===== config.mk =====
export PLATFORM = sky130hd
export DESIGN_NAME = cv32e40p_rf_wb_arbiter
export DESIGN_NICKNAME = d
export VERILOG_FILES = /design/src/rtl/cv32e40p_rf_wb_arbiter.sv
export SDC_FILE = /design/constraint.sdc
export NUM_CORES = 1
export LEC_CHECK = 0
export ABC_AREA = 0
export BUFFER_PORTS_ARGS = -buffer_cell sky130_fd_sc_hd__buf_4
export CORE_MARGIN = 10
export CORE_UTILIZATION = 40
export CTS_BUF_LIST = sky130_fd_sc_hd__clkbuf_8
export DETAILED_ROUTE_END_ITERATION = 6
export PLACE_DENSITY = 0.78
export SYNTH_ARGS = -nofsm -noshare
export SYNTH_HDL_FRONTEND = slang
export SYNTH_SLANG_ARGS = --single-unit

===== constraint.sdc =====
create_clock -name clk -period 12.9 [get_ports clk]
set_input_delay 0 -clock clk [delete_from_list [all_inputs] [get_ports clk]]
set_output_delay 0 -clock clk [all_outputs]
set_load 0.03 [all_outputs]

===== src/rtl/cv32e40p_rf_wb_arbiter.sv =====
// Register-file write-back arbiter: grants up to two requesters per cycle onto
// write ports A and B (B also carries 64-bit pair writes), with registered outputs.
module cv32e40p_rf_wb_arbiter #(
    parameter int unsigned NUM_REQ    = 4,
    parameter int unsigned ADDR_WIDTH = 5,
    parameter int unsigned DATA_WIDTH = 32
) (
    input  logic                                 clk,
    input  logic                                 rst_n,
    input  logic                                 wb_stall_i,
    input  logic [NUM_REQ-1:0]                   req_valid_i,
    output logic [NUM_REQ-1:0]                   req_ready_o,
    input  logic [NUM_REQ-1:0][ADDR_WIDTH-1:0]   req_addr_i,
    input  logic [NUM_REQ-1:0][DATA_WIDTH-1:0]   req_wdata_i,
    input  logic [NUM_REQ-1:0][DATA_WIDTH-1:0]   req_wdata_hi_i,
    input  logic [NUM_REQ-1:0]                   req_pair_i,
    output logic                                 we_a_o,
    output logic [ADDR_WIDTH-1:0]                waddr_a_o,
    output logic [DATA_WIDTH-1:0]                wdata_a_o,
    output logic                                 we_b_o,
    output logic [ADDR_WIDTH-1:0]                waddr_b_o,
    output logic [DATA_WIDTH-1:0]                wdata_b_o,
    output logic [DATA_WIDTH-1:0]                wdata_b1_o,
    output logic                                 instr64_oe_o,
    output logic                                 protocol_err_o
);

    localparam int unsigned PTR_W = $clog2(NUM_REQ);

    logic [PTR_W-1:0]      rr_q, rr_d;
    logic [PTR_W-1:0]      b_idx, a_idx, last_idx;
    logic                  b_found, a_seen;
    logic                  b_pair, b_illegal, a_ok;
    logic                  grant_b, grant_a, b_write, a_write;
    logic [ADDR_WIDTH-1:0] b_addr, a_addr;
    logic [ADDR_WIDTH:0]   b_addr_p1;

    // B takes the first valid requester from rr_q; A may only take the very next one.
    always_comb begin
        int unsigned idx;
        idx     = 0;
        b_found = 1'b0;
        a_seen  = 1'b0;
        b_idx   = '0;
        a_idx   = '0;
        for (int unsigned i = 0; i < NUM_REQ; i++) begin
            idx = (32'(rr_q) + i) % NUM_REQ;
            if (req_valid_i[idx]) begin
                if (!b_found) begin
                    b_found = 1'b1;
                    b_idx   = PTR_W'(idx);
                end else if (!a_seen) begin
                    a_seen = 1'b1;
                    a_idx  = PTR_W'(idx);
                end
            end
        end
    end

    always_comb begin
        b_addr    = req_addr_i[b_idx];
        b_pair    = req_pair_i[b_idx];
        a_addr    = req_addr_i[a_idx];
        b_addr_p1 = {1'b0, b_addr} + (ADDR_WIDTH+1)'(1);
        // A pair must start on an even register and its upper half must exist.
        b_illegal = b_pair & (b_addr[0] | b_addr_p1[ADDR_WIDTH]);
        a_ok      = a_seen & ~req_pair_i[a_idx] & (a_addr != b_addr)
                  & ~(b_pair & ({1'b0, a_addr} == b_addr_p1));
        grant_b   = rst_n & ~wb_stall_i & b_found;
        grant_a   = grant_b & a_ok;
        b_write   = grant_b & ~b_illegal & (b_pair | (b_addr != '0));
        a_write   = grant_a & (a_addr != '0);
    end

    always_comb begin
        req_ready_o = '0;
        if (grant_b) req_ready_o[b_idx] = 1'b1;
        if (grant_a) req_ready_o[a_idx] = 1'b1;
    end

    always_comb begin
        last_idx = grant_a ? a_idx : b_idx;
        rr_d     = rr_q;
        if (grant_b) begin
            rr_d = (last_idx == PTR_W'(NUM_REQ - 1)) ? '0 : last_idx + PTR_W'(1);
        end
    end

    always_ff @(posedge clk) begin
        if (!rst_n) begin
            rr_q           <= '0;
            we_a_o         <= 1'b0;
            waddr_a_o      <= '0;
            wdata_a_o      <= '0;
            we_b_o         <= 1'b0;
            waddr_b_o      <= '0;
            wdata_b_o      <= '0;
            wdata_b1_o     <= '0;
            instr64_oe_o   <= 1'b0;
            protocol_err_o <= 1'b0;
        end else begin
            rr_q           <= rr_d;
            we_a_o         <= a_write;
            we_b_o         <= b_write;
            instr64_oe_o   <= b_write & b_pair;
            protocol_err_o <= grant_b & b_illegal;
            // Address/data only move on an actual write so idle ports hold their last value.
            if (a_write) begin
                waddr_a_o <= a_addr;
                wdata_a_o <= req_wdata_i[a_idx];
            end
            if (b_write) begin
                waddr_b_o  <= b_addr;
                wdata_b_o  <= req_wdata_i[b_idx];
                wdata_b1_o <= req_wdata_hi_i[b_idx];
            end
        end
    end

endmodule


==> flow_summary_export.csv <==
group,metric,value,unit
clock_network,path_clk_slew,0.12,ns
global_route,grtUsageTotal,26.6,%
sta,whs,0.00644,ns
floorplan,pin_count,401,
clock_network,htreeDepth,3,
route,drtIter0Drc,1012,
floorplan,die_y,163,µm
setup_path,startpoint_type,"flop",
layout,layout-drive-gt1-share,26.8,%
outcome,violations,"DRC",
power,power.leakage,5.40,nW
flow_run,maxCapViolCount,0,
logic_synthesis,syn-cell-area,8130,µm²
global_route,grt-ovfl-total,0,
logic_synthesis,synth_seq_cells,112,
placed_design,dp.cells,1796,
outcome,status,"finished with violations",
sta,worstMarginPinSlew,1.21,ns
logic_synthesis,synth_edf_count,0,
setup_path,critPathArrivalTime,6.30,ns
layout,final_cells,1935,
layout,nNetsFinal,1950,
setup_path,crit_path_max_fanout,74,
placed_design,dp_hpwl,25100,µm
setup_path,required,13.24,ns
global_route,grt_pass1_wl,57700,µm
logic_synthesis,ys_async_sr_fraction,0,%
clock_network,cts_sinks,112,
clock_network,root_buffer,"clkbuf_8",
sta,setup_tns,0,ns
route,routed_via_density,5.55,
layout,diodes,0,
power,power.density,196,nW/µm²
sta,max_freq,168,MHz
sta,hold_viol_final,0,
sta,rsz0062_at_grt,"false",
route,antenna_left,0,
power,ir_drop,0.198,mV
power,power.total,0.00245,W
logic_synthesis,synth-seq-area-share,27.6,%
floorplan,rows,52,
clock_network,numCtsBuffers,9,
floorplan,fp.dieW,163,µm
floorplan,core,20100,µm²
setup_path,critPathKind,"flop to flop",
sta,fin_crit,5.96,ns
clock_network,post_cts_resized,0,
layout,final_util,62.2,%
logic_synthesis,synth.net_count,1523,
placed_design,portBuffers,400,
logic_synthesis,syn_avg_cell_area,6.59,µm²
hold_path,hold_path.class,"input pin to flop",
floorplan,start_util,40.4,%
clock_network,clockBufferDepth,2,
route,vias,10700,
global_route,first_global_vias,10700,
logic_synthesis,syn_inst,1233,
route,routedWlPerCell,19.1,µm
floorplan,dieArea,26400,µm²
setup_path,endpoint_kind,"flop",
global_route,grt_max_degree,77,
sta,fin_crit_sh,46.2,%
sta,setup_viol,0,
sta,slew_headroom,19.6,%
route,routed_wl,36900,µm
clock_network,worstSkewPairLatency,0.40,ns
sta,slew_violations,0,
route,dr.pass1.iters,7,
clock_network,cts_setup_buffers,0,
clock_network,cts_tree,"yes",
global_route,antenna_found_initial,0,
logic_synthesis,synthDistinctLibCells,57,
sta,fin_skew,0.0122,ns
layout,synthToLayoutAreaGrowth,53.7,%
logic_synthesis,yosysWarnings,0,
logic_synthesis,synth_flop_cell,"dfxtp_1",
route,drc_errors,1,
placed_design,gp_congestion,0.900,
-- cells by family after synthesis --
| logic type | count (synthesis) | synth area share (%) |
|---|---|---|
| simple gates | 650 | 35.8 |
| xor+xnor | 8 | 0.862 |
| flops | 112 | 27.6 |
| buf+inv | 130 | 6.97 |
| fa+ha+maj | 4 | 0.585 |
| mux | 77 | 10.1 |
| compound gates | 252 | 18.1 |
-- metrics by stage --
stage / cell area, µm² / setup slack [ns]
floorplan: 8130 / 8.54
global placement: 11100 / 7.70
detailed placement: 11100 / 7.58
CTS: 12500 / 7.10
global route: 12500 / 6.61
finish: 12500 / 6.94
-- flip-flops by register name, summed over array words and instances (netlist names) --
signal / count
wdata_a_o: 32
wdata_b1_o: 32
wdata_b_o: 32
waddr_a_o: 5
waddr_b_o: 5
rr_q: 2
instr64_oe_o: 1
protocol_err_o: 1
we_a_o: 1
we_b_o: 1
-- routing by layer --
layer  track usage, %  vias up  routed length (µm)
met1             30.1     5012               14200
met4             11.4        0                1600
met5                0        -                   0
met2             45.5      510               17600
li1                 -     5120                   -
met3             7.74       95                3510
-- cells in the mapped netlist (2+ instances only) --
master / number / share of area [%]
o21ai_1: 37 / 2.3
nor3_1: 6 / 0.37
or3_1: 3 / 0.23
nand3b_1: 3 / 0.28
mux2_2: 4 / 0.55
nand2_1: 330 / 15
o32ai_1: 2 / 0.22
buf_2: 20 / 1.2
a211o_1: 2 / 0.22
o22ai_1: 2 / 0.15
a21oi_1: 144 / 8.9
xnor2_1: 7 / 0.75
o31ai_1: 2 / 0.18
mux2i_1: 68 / 8.4
o21ai_0: 6 / 0.37
nor4_1: 2 / 0.15
a211oi_1: 34 / 3.1
a31oi_1: 3 / 0.23
buf_6: 6 / 0.83
o211ai_1: 5 / 0.46
buf_4: 2 / 0.18
nand4_1: 2 / 0.15
buf_1: 7 / 0.32
inv_1: 9 / 0.42
dfxtp_1: 112 / 28
clkbuf_1: 84 / 3.9
a21o_1: 3 / 0.28
mux4_2: 2 / 0.55
ha_1: 3 / 0.46
nor2_1: 18 / 0.83
nand3_1: 234 / 14
nor2b_1: 37 / 2.8
nand2b_1: 10 / 0.77
-- timing repair --
action | 4_1_cts | 5_1_grt
hold endpoints to repair | 55 | 0
hold buffers | 123 | 0
setup endpoints to repair | 0 | 0
-- area by class of cell --
cell class	instances	area, µm²
sequential	112	2240
multi-input combinational	991	5370
fill	1769	7610
tap	270	338
inverter	10	38.8
clock buffer	10	138
timing repair buffer	536	4330
clock inverter	6	42.5
-- final timing paths --
| check | from | endpoint | slack, ns | cells past startpoint |
|---|---|---|---|---|
| max reg2reg | rr_q[1] | wdata_b1_o[12] | 6.94 | 13 |
| min | req_wdata_i[99] | wdata_b_o[3] | 0.006 | 5 |
| max | rr_q[1] | wdata_b1_o[12] | 6.94 | 13 |
| min reg2reg | wdata_b_o[13] | wdata_b_o[13] | 0.46 | 2 |
-- power breakdown --
group          switching (W)  total, W  internal [W]
Combinational        0.00107   0.00177      0.000703
Sequential         0.0000512  0.000468      0.000416
Clock               0.000136  0.000213     0.0000767
-- critical path, stage by stage (launching register included) --
cell and delay (ns):
dfxtp_1 0.85, mux4_2 0.62, ha_1 0.30, mux2i_1 0.06, o311ai_1 0.11, o211a_4 0.91, mux2i_1 0.67, nor2b_1 0.11
a21o_2 0.23, inv_2 0.52, buf_4 0.52, nand3_1 0.20, dlygate4sd3_1 0.63, a21oi_1 0.12
-- layout by cell type (no fill, tap or decap), drive strengths merged, types with 18 or more instances in the layout --
master,count
a211oi,35
a21oi,144
buf,413
dfxtp,112
dlygate4sd3,123
mux2i,70
nand2,330
nand3,234
nor2,18
nor2b,37
o21ai,43
No activity file was read; power rests on OpenSTA's default activity.
